--- config.mk ---
export PLATFORM = sky130hd
export DESIGN_NAME = nibble_bus_arbiter
export DESIGN_NICKNAME = d
export VERILOG_FILES = /design/src/rtl/nibble_bus_arbiter.sv
export SDC_FILE = /design/constraint.sdc
export NUM_CORES = 1
export LEC_CHECK = 0
export ABC_AREA = 0
export CAP_MARGIN = 40
export CORE_ASPECT_RATIO = 0.75
export CORE_MARGIN = 4
export CORE_UTILIZATION = 25
export CTS_BUF_LIST = sky130_fd_sc_hd__clkbuf_8 sky130_fd_sc_hd__clkbuf_16
export DETAILED_ROUTE_END_ITERATION = 7
export GPL_TIMING_DRIVEN = 0
export SLEW_MARGIN = 5
export SYNTH_ARGS = -nofsm -noshare
export SYNTH_HDL_FRONTEND = slang
export SYNTH_SLANG_ARGS = --single-unit
--- constraint.sdc ---
create_clock -name clock -period 2.3 [get_ports clock]
set_input_delay 0.69 -clock clock [delete_from_list [all_inputs] [get_ports clock]]
set_output_delay 0.69 -clock clock [all_outputs]
set_load 0.02 [all_outputs]
--- src/rtl/nibble_bus_arbiter.sv ---
// nibble_bus_arbiter
//
// Round-robin arbiter for a shared 4-bit tri-state bus with four sources.
// One source at a time gets its buffer enable; each ownership is limited to
// MAX_HOLD cycles, and a configurable number of all-disabled turnaround
// cycles separates owners so two buffers never fight on the bus.
//
// Request protocol: req[i] is a level request.  A source raises it and keeps
// it high for as long as it wants the bus.  Dropping it while owning the bus
// releases the bus on the next edge.  There is no separate acknowledge; the
// source watches en[i] (or owner/busy) to know when it may drive.
//
// Parameters:
//   MAX_HOLD  maximum consecutive grant cycles per ownership (1..15)
//   TURN_CYC  all-disabled turnaround cycles after a release (0..3)
//
// Ports:
//   clock      rising-edge system clock
//   reset      synchronous reset, active low
//   req[3:0]   per-source bus request (level)
//   en[3:0]    per-source tri-state enable, one-hot or zero (registered)
//   owner[1:0] current or most recent grantee (registered)
//   busy       high while any en bit is high (registered)
//   timeout    one-cycle pulse in the cycle after a forced release
//   dbg_state  FSM state for observation: 0=IDLE, 1=GRANT, 2=TURN

module nibble_bus_arbiter #(
    parameter int unsigned MAX_HOLD = 8,
    parameter int unsigned TURN_CYC = 1
) (
    input  logic       clock,
    input  logic       reset,
    input  logic [3:0] req,
    output logic [3:0] en,
    output logic [1:0] owner,
    output logic       busy,
    output logic       timeout,
    output logic [1:0] dbg_state
);

    typedef enum logic [1:0] {
        IDLE  = 2'd0,
        GRANT = 2'd1,
        TURN  = 2'd2
    } state_t;

    localparam logic [3:0] MAX_HOLD_L = 4'(MAX_HOLD);
    localparam logic [1:0] TURN_CYC_L = 2'(TURN_CYC);

    state_t     state;
    logic [1:0] ptr;        // first index searched at the next arbitration
    logic [3:0] hold;       // grant cycles used by the current owner
    logic [1:0] turn_cnt;   // turnaround cycles spent so far

    logic       win_valid;
    logic [1:0] win;

    // Round-robin search.  Walking the offsets from highest to lowest lets
    // the lowest offset from ptr (the highest priority) overwrite the rest.
    always_comb begin
        logic [1:0] idx;
        win_valid = 1'b0;
        win       = ptr;
        idx       = ptr;
        for (int k = 3; k >= 0; k--) begin
            idx = ptr + 2'(k);
            if (req[idx]) begin
                win_valid = 1'b1;
                win       = idx;
            end
        end
    end

    always_ff @(posedge clock) begin
        if (!reset) begin
            state    <= IDLE;
            en       <= 4'b0000;
            owner    <= 2'd0;
            busy     <= 1'b0;
            timeout  <= 1'b0;
            ptr      <= 2'd0;
            hold     <= 4'd0;
            turn_cnt <= 2'd0;
        end else begin
            timeout <= 1'b0;
            case (state)
                IDLE: begin
                    if (win_valid) begin
                        state <= GRANT;
                        en    <= 4'b0001 << win;
                        owner <= win;
                        busy  <= 1'b1;
                        hold  <= 4'd1;
                    end
                end

                GRANT: begin
                    // Voluntary release wins over forced release: a source
                    // that drops req on its last allowed cycle gets no timeout.
                    if (!req[owner] || (hold == MAX_HOLD_L)) begin
                        en      <= 4'b0000;
                        busy    <= 1'b0;
                        hold    <= 4'd0;
                        ptr     <= owner + 2'd1;
                        timeout <= req[owner];
                        if (TURN_CYC > 0) begin
                            state    <= TURN;
                            turn_cnt <= 2'd1;
                        end else begin
                            state <= IDLE;
                        end
                    end else begin
                        hold <= hold + 4'd1;
                    end
                end

                TURN: begin
                    // Requests are not looked at here; IDLE adds one more
                    // all-zero cycle before the next grant can appear.
                    if (turn_cnt == TURN_CYC_L) begin
                        state    <= IDLE;
                        turn_cnt <= 2'd0;
                    end else begin
                        turn_cnt <= turn_cnt + 2'd1;
                    end
                end

                default: begin
                    state <= IDLE;
                    en    <= 4'b0000;
                    busy  <= 1'b0;
                end
            endcase
        end
    end

    assign dbg_state = state;

endmodule

==> impl_metrics.py <==
metrics = {
    "status": {
        "status": "finished clean",
    },
    "clock_network": {
        "root_buffer": "clkbuf_8",
        "cts_made_buffers": 3,
        "clock_path_buffers": 2,
        "cts_tree": "done",
        "cts_setup_buffers": 0,
        "htreeDepth": 1,
        "clkTransAtPathRegs_ns": 0.07,
        "cts.sinks": 18,
        "worstSkewPairLatency_ns": 0.26,
    },
    "power": {
        "clkPwrFrac": 0.297,
        "pwr_density_cell_mw_per_mm2": 738.5,
        "p_sw_frac": 0.3175,
        "pwr-share-seq": 0.425,
        "ir_drop_mv": 0.4012,
        "p_switching_w": 0.0002831,
        "p_comb_frac": 0.278,
        "total_leakage_power_nw": 0.4496,
        "intPower_w": 0.0006085,
    },
    "die": {
        "ios": 16,
        "initial_utilization": 0.2697,
        "std_cell_rows": 18,
        "dieHeight_um": 60.63,
        "die-width_um": 78.18,
        "dieArea_mm2": 0.004740,
        "core_area_mm2": 0.003423,
    },
    "synth": {
        "netlist_area_um2": 923.4,
        "synth_edf_count": 0,
        "yosys_warnings": 0,
        "yosys.area.top_type_share": 0.3902,
        "synth.net_count": 110,
        "synth_top_area_cell": "dfxtp_1",
        "synthFlopType": "dfxtp_1",
        "async_flop_share": 0,
        "yosys-top-cells-area": "dfxtp_1, nor2b_1, nor2_1, a21oi_1, nand2_1",
        "avgSynthCellArea_um2": 9.053,
        "ys_ff_latch": 18,
        "syn_inst": 102,
        "ys_seq_area_frac": 0.3902,
        "yosysUniqueCellTypes": 38,
    },
    "sta": {
        "slew_headroom": 0.6742,
        "hold_viol_final": 0,
        "min_period_over_period": 0.9031,
        "fin_skew_ns": 0.005700,
        "fin_crit_ns": 2.077,
        "grt_setup_unrepaired": "false",
        "whs_ns": 0.4441,
        "worst_slew_pin_slew_ns": 0.4878,
        "setup_viol": 0,
        "layout_setup_ws_ns": 0.2229,
        "maxSlewViolCount": 0,
        "timing.fmax_ghz": 0.4814,
    },
    "placement": {
        "globalplace.congestion": 0.7348,
        "dpl.hpwl_mm": 1.661,
        "pre_cts_slack_ns": -0.2489,
        "dp.cells": 167,
        "place_area_mm2": 0.001136,
        "port_buffers": 15,
    },
    "layout": {
        "fillCellCount": 358,
        "layout.area.seq_um2": 360.3,
        "diodes": 0,
        "synthToLayoutAreaGrowth_pct": 30.76,
        "multi_input_area_um2": 550.5,
        "fin_cells": 171,
        "final_area_mm2": 0.001207,
        "layout-drive-gt1-share": 0.09091,
        "final_common_cell": "dfxtp_1",
        "mostFrequentLayoutCells": "dfxtp_1, clkdlybuf4s50_1, nor2_1, nand2_1",
        "fin_nets": 130,
        "fin_util": 0.3527,
    },
    "route": {
        "dr.pass1.iters": 4,
        "viasPerCell": 4.602,
        "first_iter_violations": 63,
        "avgRoutedWirePerCell_um": 12.68,
        "vias": 787,
        "antenna_left": 0,
        "drc": 0,
        "wirelength_mm": 2.169,
    },
    "critical_path": {
        "worstPathMaxFanout": 9,
        "start_kind": "register",
        "path_class": "register to primary output",
        "path_buf_inv": 1,
        "end_kind": "primary output",
        "crit_path_cell_trace": "clkdlybuf4s50_1",
        "cp_top_family": "buffers and inverters",
        "crit_required_ns": 1.61,
        "crit_arrival_ns": 1.39,
        "max_stage_delay_ns": 0.66,
        "slowest_stage": "clkdlybuf4s50_1",
    },
    "global_routing": {
        "overflow": 0,
        "antenna_found_initial": 0,
        "grt_pass1_vias": 785,
        "grt_max_degree": 11,
        "grt_pass1_wl_mm": 3.691,
        "grtUsageTotal": 0.1002,
    },
    "job": {
        "cap_violations": 0,
    },
    "hold_path": {
        "hold_path_class": "register to register",
    },
}
power by group through the flow:
stage               Clock [W]  Sequential, W  Combinational (W)
global placement            0       0.000384           0.000244
finish               0.000264       0.000379           0.000248
detailed placement          0       0.000386           0.000248
CTS                  0.000267       0.000379           0.000249
global route         0.000283       0.000385           0.000273
floorplan                   0       0.000403           0.000141
stage by stage:
stage	TNS [ns]	total power (W)
detailed placement	-2.104	0.0006336
global route	0	0.0009414
finish	0	0.0008916
global placement	-1.708	0.0006282
floorplan	0	0.0005435
CTS	0	0.0008958
timing repair:
action	4_1_cts	5_1_grt
resized for setup	0	5
endpoints found under the setup margin	0	6
hold buffers	0	0
cells by family (layout without fill, tap and decap cells):
group | count (synthesis) | after routing | synth area share
AND/OR/NAND/NOR | 46 | 46 | 0.2832
AO/OA/AOI/OAI | 27 | 27 | 0.2263
flip-flops | 18 | 18 | 0.3902
buffers and inverters | 5 | 24 | 0.02032
XOR/XNOR | 3 | 3 | 0.02846
adder cells (fa/ha/maj) | 2 | 2 | 0.02710
multiplexers | 1 | 1 | 0.02439
routing by layer:
layer,GRT usage,share of wire,vias up
li1,-,-,411
met1,0.1399,0.54,360
met2,0.1524,0.41,14
met3,0.03264,0.047,2
met4,0.02244,0.0051,0
met5,0,0,-
Yosys cell counts, types with 2 or more instances:
master    count
dfxtp_1      18
nor2_1        9
nand2_1       8
a21oi_1       6
nor2b_1       6
o21ai_0       5
inv_1         4
nand3_1       4
nor3_1        3
a211oi_1      2
a32o_1        2
and3_1        2
ha_1          2
nand2b_1      2
nand3b_1      2
nand4b_1      2
o21a_1        2
o32ai_1       2
xnor2_1       2
final timing paths:
path | start | end | slack (ns) | cells past startpoint
min reg2reg | turn_cnt[1] | turn_cnt[1] | 0.44 | 2
max | dbg_state[1] | dbg_state[1] | 0.22 | 1
min | turn_cnt[1] | turn_cnt[1] | 0.44 | 2
max reg2reg | owner[1] | en[3] | 0.57 | 4
sequential cells by signal, indices dropped and copies added, names as in the netlist:
signal,cells
dbg_state,2
busy,1
en,4
hold,4
ptr,2
timeout,1
owner,2
turn_cnt,2
layout make-up:
cell class,count,area share
Inverter,4,0.01244
Buffer,1,0.003109
Sequential cell,18,0.2984
Timing Repair Buffer,15,0.1326
Tap cell,50,0.05181
Clock buffer,4,0.04560
Multi-Input combinational cell,79,0.4560
Note: power is estimated with default switching activity, not from simulation.
